<file path="src/rtl/vending_timeout_timer_pkg.sv">
// Shared definitions for the vending-machine timeout timer.
// Holds the FSM state encoding and the default width/saturation values
// so the top level and any helper blocks agree on them.
// Optional feature macro used elsewhere in this slice: TIMER_BCD_EN.
package vending_timeout_timer_pkg;

    // Timer states; encodings are fixed so debug probes read the same everywhere
    typedef enum logic [1:0] {
        ST_IDLE    = 2'd0,
        ST_RUN     = 2'd1,
        ST_PAUSE   = 2'd2,
        ST_EXPIRED = 2'd3
    } timerState_t;

    // Default counter width in bits and the largest timeout in seconds
    localparam int DEFAULT_W       = 8;
    localparam int DEFAULT_MAX_SEC = 99;

endpackage

</file>
<file path="src/rtl/vending_timeout_timer_bin2bcd.sv">
// Binary to two-digit BCD converter for the seven-segment remaining-time display.
// Only present when TIMER_BCD_EN is defined; otherwise this file contributes nothing.
// Input is expected in 0..99; digits are saturated at 9 so a stray value cannot
// produce a non-decimal nibble on the display.
`ifdef TIMER_BCD_EN
module vending_timeout_timer_bin2bcd #(
    parameter int W = 8
) (
    input  logic         i_clock,
    input  logic         i_reset,
    input  logic [W-1:0] i_bin,
    output logic [3:0]   o_tens,
    output logic [3:0]   o_ones
);

    logic [W-1:0] w_tens;
    logic [W-1:0] w_ones;

    assign w_tens = i_bin / W'(10);
    assign w_ones = i_bin % W'(10);

    // Register the split digits so the display sees a clean value one cycle after the count
    always_ff @(posedge i_clock) begin
        if (i_reset) begin
            o_tens <= 4'd0;
            o_ones <= 4'd0;
        end else begin
            o_tens <= (w_tens > W'(9)) ? 4'd9 : w_tens[3:0];
            o_ones <= (w_ones > W'(9)) ? 4'd9 : w_ones[3:0];
        end
    end

endmodule
`endif

</file>
<file path="src/rtl/vending_timeout_timer.sv">
// Seconds countdown timer for the vending-machine controller.
// Counts falling edges of the 1 Hz sec_in strobe, runs at the 27 MHz board clock,
// and reports expiry to the vending FSM with a single-cycle pulse plus a sticky flag.
// Define TIMER_BCD_EN to add registered BCD digit outputs for the seven-segment display.
module vending_timeout_timer
    import vending_timeout_timer_pkg::*;
#(
    parameter int W       = DEFAULT_W,
    parameter int MAX_SEC = DEFAULT_MAX_SEC
) (
    input  logic         freq_in,
    input  logic         reset,
    input  logic         sec_in,
    input  logic         start,
    input  logic [W-1:0] load_val,
    input  logic         kick,
    input  logic         pause,
    input  logic         cancel,
    output logic [W-1:0] remaining,
    output logic         running,
    output logic         expired,
    output logic         timeout_flag
`ifdef TIMER_BCD_EN
    ,
    output logic [3:0]   bcd_tens,
    output logic [3:0]   bcd_ones
`endif
);

    localparam logic [W-1:0] MAX_VAL = W'(MAX_SEC);

    timerState_t  r_state;
    timerState_t  w_nextState;
    logic [W-1:0] r_remaining;
    logic [W-1:0] w_nextRemaining;
    logic [W-1:0] r_reload;
    logic [W-1:0] w_nextReload;
    logic [W-1:0] w_loadClamped;
    logic         r_secPrev;
    logic         r_expired;
    logic         w_nextExpired;
    logic         r_running;
    logic         r_timeoutFlag;
    logic         w_tick;

    // sec_in idles high and drops for one cycle each second, so a falling edge marks a tick
    assign w_tick = r_secPrev & ~sec_in;

    // Full-width compare so large load values saturate instead of wrapping
    assign w_loadClamped = (load_val > MAX_VAL) ? MAX_VAL : load_val;

    // Next-state logic; controls are resolved cancel, start, kick, pause, tick in that order,
    // and any tick that coincides with a higher-priority control is simply dropped
    always_comb begin
        w_nextState     = r_state;
        w_nextRemaining = r_remaining;
        w_nextReload    = r_reload;
        w_nextExpired   = 1'b0;

        if (cancel) begin
            w_nextState     = ST_IDLE;
            w_nextRemaining = '0;
        end else if (start) begin
            w_nextReload = w_loadClamped;
            if (w_loadClamped == '0) begin
                w_nextState     = ST_EXPIRED;
                w_nextRemaining = '0;
                w_nextExpired   = 1'b1;
            end else begin
                w_nextState     = ST_RUN;
                w_nextRemaining = w_loadClamped;
            end
        end else begin
            case (r_state)
                ST_RUN: begin
                    if (kick) begin
                        w_nextRemaining = r_reload;
                    end else if (pause) begin
                        w_nextState = ST_PAUSE;
                    end else if (w_tick) begin
                        if (r_remaining <= W'(1)) begin
                            w_nextRemaining = '0;
                            w_nextState     = ST_EXPIRED;
                            w_nextExpired   = 1'b1;
                        end else begin
                            w_nextRemaining = r_remaining - W'(1);
                        end
                    end
                end
                ST_PAUSE: begin
                    if (kick) begin
                        w_nextRemaining = r_reload;
                        w_nextState     = ST_RUN;
                    end else if (!pause) begin
                        w_nextState = ST_RUN;
                    end
                end
                ST_EXPIRED: begin
                    w_nextRemaining = '0;
                end
                default: begin
                    w_nextState = ST_IDLE;
                end
            endcase
        end
    end

    // State and output registers; status outputs are decoded from the next state so they
    // change on the same edge as remaining rather than a cycle later
    always_ff @(posedge freq_in) begin
        if (reset) begin
            r_state       <= ST_IDLE;
            r_remaining   <= '0;
            r_reload      <= '0;
            r_secPrev     <= 1'b1;
            r_expired     <= 1'b0;
            r_running     <= 1'b0;
            r_timeoutFlag <= 1'b0;
        end else begin
            r_state       <= w_nextState;
            r_remaining   <= w_nextRemaining;
            r_reload      <= w_nextReload;
            r_secPrev     <= sec_in;
            r_expired     <= w_nextExpired;
            r_running     <= (w_nextState == ST_RUN) || (w_nextState == ST_PAUSE);
            r_timeoutFlag <= (w_nextState == ST_EXPIRED);
        end
    end

    assign remaining    = r_remaining;
    assign running      = r_running;
    assign expired      = r_expired;
    assign timeout_flag = r_timeoutFlag;

`ifdef TIMER_BCD_EN
    if (MAX_SEC > 99) begin : g_badMaxSec
        $error("vending_timeout_timer: MAX_SEC must be <= 99 when the BCD display output is enabled");
    end

    vending_timeout_timer_bin2bcd #(
        .W (W)
    ) u_bin2bcd (
        .i_clock (freq_in),
        .i_reset (reset),
        .i_bin   (r_remaining),
        .o_tens  (bcd_tens),
        .o_ones  (bcd_ones)
    );
`endif

endmodule

</file>
<file path="config.mk">
export PLATFORM = sky130hd
export DESIGN_NAME = vending_timeout_timer
export DESIGN_NICKNAME = d
export VERILOG_FILES = /design/src/rtl/vending_timeout_timer_pkg.sv /design/src/rtl/vending_timeout_timer_bin2bcd.sv /design/src/rtl/vending_timeout_timer.sv
export SDC_FILE = /design/constraint.sdc
export NUM_CORES = 1
export LEC_CHECK = 0
export ABC_CLOCK_PERIOD_IN_PS = 4700
export CORE_UTILIZATION = 54
export CTS_CLUSTER_DIAMETER = 80
export DETAILED_ROUTE_END_ITERATION = 12
export MAX_ROUTING_LAYER = met4
export PLACE_DENSITY_LB_ADDON = 0.3
export SETUP_SLACK_MARGIN = 0.05
export SLEW_MARGIN = 20
export SYNTH_ARGS = -nofsm -noshare
export SYNTH_HDL_FRONTEND = slang
export SYNTH_HIERARCHICAL = 1
export SYNTH_SLANG_ARGS = --single-unit
</file>
<file path="constraint.sdc">
create_clock -name freq_in -period 4.7 [get_ports freq_in]
set_clock_uncertainty 0.1 [all_clocks]
set_input_delay 0.705 -clock freq_in [delete_from_list [all_inputs] [get_ports freq_in]]
set_output_delay 0.705 -clock freq_in [all_outputs]
set_load 0.005 [all_outputs]
</file>
---- Word-level counts from Yosys, hierarchy flattened ----
Cells that the tools add are included.
cells by class
  multiplexer cells ....................... 26
  $lt $le $gt $ge ......................... 2
  add/sub/neg operators ................... 1
  bitwise operators ....................... 3
  reduce and logical (&&, ||, !) cells .... 6
  equality and inequality tests ........... 9
operator list
  operator                                                        count
  2-to-1 mux 8 bit                                                8
  case mux 8 bit (3 select lines)                                 1
  2-to-1 mux 2 bit                                                9
  == test 2 bit, second input constant                            4
  > comparator 8 x 7 -> 1 bit, second input constant              1
  less-or-equal comparator 8 x 1 -> 1 bit, second input constant  1
  zero test 8 bit                                                 1
  != test 4 bit, second input constant                            2
  subtractor 8 x 1 -> 8 bit, second input constant                1
  2-to-1 mux 1 bit                                                7
  case mux 2 bit (3 select lines)                                 1
  == test 2 x 1 -> 1 bit, second input constant                   2
  AND reduction 4 bit                                             1
  nonzero test 4 bit                                              1
  != test 3 bit, second input constant                            1
  NOT 1 bit                                                       2
  AND reduction 2 bit                                             1
  OR reduction 2 bit                                              1
  AND 1 bit                                                       1
  logical OR 1 bit                                                1
storage, ports and cells
  bits in registers ....................... 22

---- Longest topological paths before layout ----
  depth in word-level cells ............... 10
  depth in mapped cells ................... 9

---- Least setup slack after synthesis ----
Ideal clock, no wire load.
  path kind ............................... input to register
  from .................................... input pause
  to ...................................... register r_remaining[5] (netlist: remaining[5])
  stages on the path ...................... 5
  data arrival time ....................... 2.092 ns
  buffers on the path ..................... 0
  data required time ...................... 4.509 ns
  path slack .............................. 2.417 ns
  cells stage by stage .................... or3b_1 > a21oi_1 > nor2_1 > or3_1 > a311oi_1
between the ends
  word-level cells in the longest chain between the ends .. 2
ends and longest elaborated chain
  item                                  RTL line                      RTL
  start, declared                       vending_timeout_timer.sv:17   input logic pause,
  != test 4 bit (no source line)        --
  AND reduction 4 bit (no source line)  --
  end signal, assigned                  vending_timeout_timer.sv:121  r_remaining <= w_nextRemaining;
  end, declared                         vending_timeout_timer.sv:34   logic [W-1:0] r_remaining;
Every way passes these cells.
A chain may end at the register's enable or synchronous reset.

---- Final worst setup path ----
  from .................................... input start
  to ...................................... register r_running (netlist: running)
between the ends
  word-level cells in the longest chain between the ends .. 4
  elaborated cells between the ends (all ways) .. 5
  classes of those cells .................. eq/ne: 2; mux: 2; reduce/logical: 1
ends and longest elaborated chain
  item                                                     RTL line                      RTL
  start, declared                                          vending_timeout_timer.sv:14   input logic start,
  2-to-1 mux 2 bit *                                       vending_timeout_timer.sv:63   end else if (start) begin
  2-to-1 mux 2 bit *                                       vending_timeout_timer.sv:60   if (cancel) begin
  named net w_nextState[1]                                 vending_timeout_timer.sv:33   timerState_t w_nextState;
  == test 2 x 1 -> 1 bit or == test 2 bit (tied branches)  vending_timeout_timer.sv:125  r_running <= (w_nextState == ST_RUN) || (w_nextState == ST_PAUSE);
  logical OR 1 bit *                                       vending_timeout_timer.sv:125
  end signal, assigned                                     vending_timeout_timer.sv:125
  end, declared                                            vending_timeout_timer.sv:42   logic r_running;
The timed path passes the listed nets; every way through them passes the cells marked *.

==> results.txt <==
----------------------------------------------------
[Place]
  Total of buffers placed on input and output ports ... 25
  Cell Count Post-Placement ... 205
  DPL Wire Length ... between 2000 and 2500 µm
  Area of placed instances ... around 1500 µm²
  Placer's final routability congestion estimate ... 0.913

[Yosys]
  Flip-flop and latch count after synthesis ... 22
  Share of synthesized cell area in full adder, half adder and majority cells ... ~4.5%
  Synthesis warning total ... 6
  Post-synthesis compound-gate area fraction ... 24.1%
  Mapped cell area ... around 1300 µm²
  Number of instances in the synthesized netlist ... 160
  Count of different cell masters after synthesis ... 44
  EDFF count, synth ... 0
  Share of synthesized area occupied by flip-flops and latches ... 34.8%
  Main synth FF type ... sky130_fd_sc_hd__dfxtp_1
  Multiplexer share of the synthesized area ... less than 1%
  Synthesized Nets ... around 180
  Average footprint of a synthesized cell ... ~7.9 µm²
  Simple-Gate Fraction of Synth Area ... 29.1%
  Xor/xnor cell area share of the yosys netlist ... between 2 and 3%
  Fraction of synthesis flops using an asynchronous set or reset pin ... 0%
  Main combinational cell family by area after synthesis ... simple AND/OR/NAND/NOR gates

[Layout]
  Relative area change from synthesis to final layout ... 24.3%
  Share of final-layout standard cells stronger than drive strength 1 ... 5.52%
  Post-route design area ... around 1600 µm²
  Non-filler instance count after layout ... 209
  Final-stage net count ... 200
  Commonest non-fill, non-tap cell in the layout ... sky130_fd_sc_hd__clkdlybuf4s50_1
  Highest-count cells in the layout ignoring fill and taps ... 25 x sky130_fd_sc_hd__clkdlybuf4s50_1, 23 x sky130_fd_sc_hd__nor2_1, 22 x sky130_fd_sc_hd__dfxtp_1
  Number of antenna repair diodes ... 0

[Floorplanning]
  Horizontal die dimension ... about 50 µm
  I/O pin total ... 26
  Effective utilization at floorplan ... a little under three fifths
  Die Outline Area ... 2540 µm²
  Standard cell core area ... 2210 µm²
  Row count ... 17
  DIE HEIGHT ... 50.4 µm

[Global routing]
  Total routing resource utilization after global routing ... between 20 and 30%
  Most used routing layer ... met2
  Residual overflow from global routing ... 0
  Global-route wire length before repair ... 5220 µm
  Maximum number of pins on one net before global-route repair ... 28
  Met3 capacity usage during global routing ... 3.64%
  Antenna violations before repair ... 0
  Number of global-route vias before repair ... about 1200
  GRT met1 Usage ... ~36%
  Global Route met2 Usage ... between 40% and 50%

[Power]
  Power consumption ... 438 µW
  Largest voltage drop on the vdd net ... 0.187 mV
  Power density of the placed cells ... 278 nW/µm²
  Leakage Power ... roughly 0.56 nW

[CTS]
  Root Buffer Master ... sky130_fd_sc_hd__clkbuf_4
  Number of H-tree branching levels ... 1
  Buffer depth of the longest clock path ... 2
  CTS tree ... yes
  Clk sinks ... 22
  Post-cts repair resize count ... 0
  Setup fix buffers added after clock tree synthesis ... 0
  Hold-fix buffers at CTS ... 0
  Clock buffers created by TritonCTS ... 3
  Clock transition at the registers of the reported paths ... approximately 130 ps
  Latest clock arrival within the worst-skew pair ... around 320 ps

[Routing]
  Routed length per instance ... ~15 µm
  Detailed Routing Iterations Pass 1 ... 5
  Total DRC errors in the routed layout ... 0
  DRT antenna net count ... 0
  Vias after detailed routing ... around 1300
  Total routed wirelength ... between 3000 and 4000 µm
  Via-to-Cell Ratio ... 6.22
  Drt initial violations ... 61

[Worst setup path]
  Family with the most delay on the worst path ... buffers and inverters
  Setup CP Type ... primary input to flop
  Slack of the worst reg-to-reg path ... 2190 ps
  Cell chain of the critical path ... clkdlybuf4s50_1 > nand2b_1 > nor2_1 > nand3_1 > o211a_1 > nor2_1 > ha_1 > nor2b_1
  Type of origin of the critical path ... primary input
  Longest individual stage delay on the worst path ... approximately 1100 ps
  Cell occurring most often along the worst timing path ... sky130_fd_sc_hd__nor2_1
  WP buf/inv ... 1
  Crit end category ... flop
  Maximum fanout along the worst path ... 27
  Arrival time reported for the critical path endpoint ... 2930 ps
  Cell with the biggest individual delay on the critical path ... sky130_fd_sc_hd__clkdlybuf4s50_1
  Required time at the endpoint of the critical path ... 4810 ps

[Timing]
  Final setup vio count ... 0
  Slew at the pin with the worst max-slew slack ... about 900 ps
  Max-slew violation count ... 0
  Shortest period the worst path allows ... ~2800 ps
  Setup repair after global routing missed its margin ... false
  Relative slew margins ... approximately two fifths
  Setup tns final ... 0 ps
  Fin crit share ... between 60 and 70%
  Fmax ... 354 MHz
  Hold Violations, Final ... 0

[Status]
  Result of the run ... finished clean

[Hold path]
  Worst hold-check path type ... flop to flop

[Flow run]
  Max Cap Viol ... 0

----------------------------------------------------
-- per-stage QoR --
step           util, %  setup WS, ps  hold WS (ps)
4_1_cts           71.1          1930           392
3_3_place_gp      68.7          1710           359
6_report          71.1          1870           392
3_5_place_dp      68.7          1610           373
5_1_grt           71.1          1770           405
2_1_floorplan        -          2420           333
-- report_power, final --
part,leakage [nW],internal [mW],switching [mW]
clock,0.0279,0.0862,0.0626
sequential,0.180,0.194,0.00890
combinational,0.356,0.0408,0.0453
total,0.564,0.321,0.117
-- registers in the layout (all words and copies together) (netlist names) --
name and cells:
r_reload 8, r_secPrev 1, expired 1, running 1
timeout_flag 1, r_state 2, remaining 8
-- per-layer routing --
metal  share of wire, %  wire length [µm]  vias to the layer above
met3                9.0               284                        7
met4                1.9                61                        0
li1                   -                 -                      630
met5                  0                 0                        -
met2                 48              1510                       76
met1                 41              1310                      586
-- worst register-to-register path: stages (launching register included) --
cell and delay, ps:
sky130_fd_sc_hd__dfxtp_1 410, sky130_fd_sc_hd__or4_4 590, sky130_fd_sc_hd__nor4_1 480, sky130_fd_sc_hd__nand4b_1 180, sky130_fd_sc_hd__o211a_1 180, sky130_fd_sc_hd__nor2_1 100
sky130_fd_sc_hd__ha_1 230, sky130_fd_sc_hd__nor2b_1 130
-- Yosys cell counts (all sizes together), types with 4 or more instances --
master,instances,share of area [%]
clkbuf,5,1.5
dfxtp,22,35
nor2,24,7.3
nand2,11,3.3
nand3,6,2.4
inv,5,1.5
a211oi,4,2.4
o31ai,4,2.4
nor3,10,4.0
o21ai,7,2.8
a21oi,14,5.5
-- worst paths after layout --
kind	start	to	cells after the start
max	start	running$_SDFF_PP0_	8
min reg2reg	r_reload[2]$_SDFFE_PP0P_	r_reload[2]$_SDFFE_PP0P_	2
max reg2reg	remaining[4]$_SDFFE_PP0P_	running$_SDFF_PP0_	7
min	r_reload[2]$_SDFFE_PP0P_	r_reload[2]$_SDFFE_PP0P_	2
-- logic make-up (layout without fill, tap and decap cells) --
| kind of cell | after synthesis | count (layout) |
|---|---|---|
| AO/OA/AOI/OAI | 43 | 43 |
| XOR/XNOR | 4 | 4 |
| AND/OR/NAND/NOR | 72 | 72 |
| multiplexers | 1 | 1 |
| flip-flops | 22 | 22 |
| adder cells (fa/ha/maj) | 5 | 5 |
| buffers and inverters | 13 | 34 |
-- layout make-up --
type | instances | area (µm²)
clock buffers | 3 | 22.5
clock inverters | 1 | 30.0
fillers | 196 | 639
inverters | 5 | 18.8
multi-input cells | 125 | 776
flip-flops and latches | 22 | 440
well taps | 28 | 35.0
repair buffers | 25 | 250
Note: power is estimated with default switching activity, not from simulation.
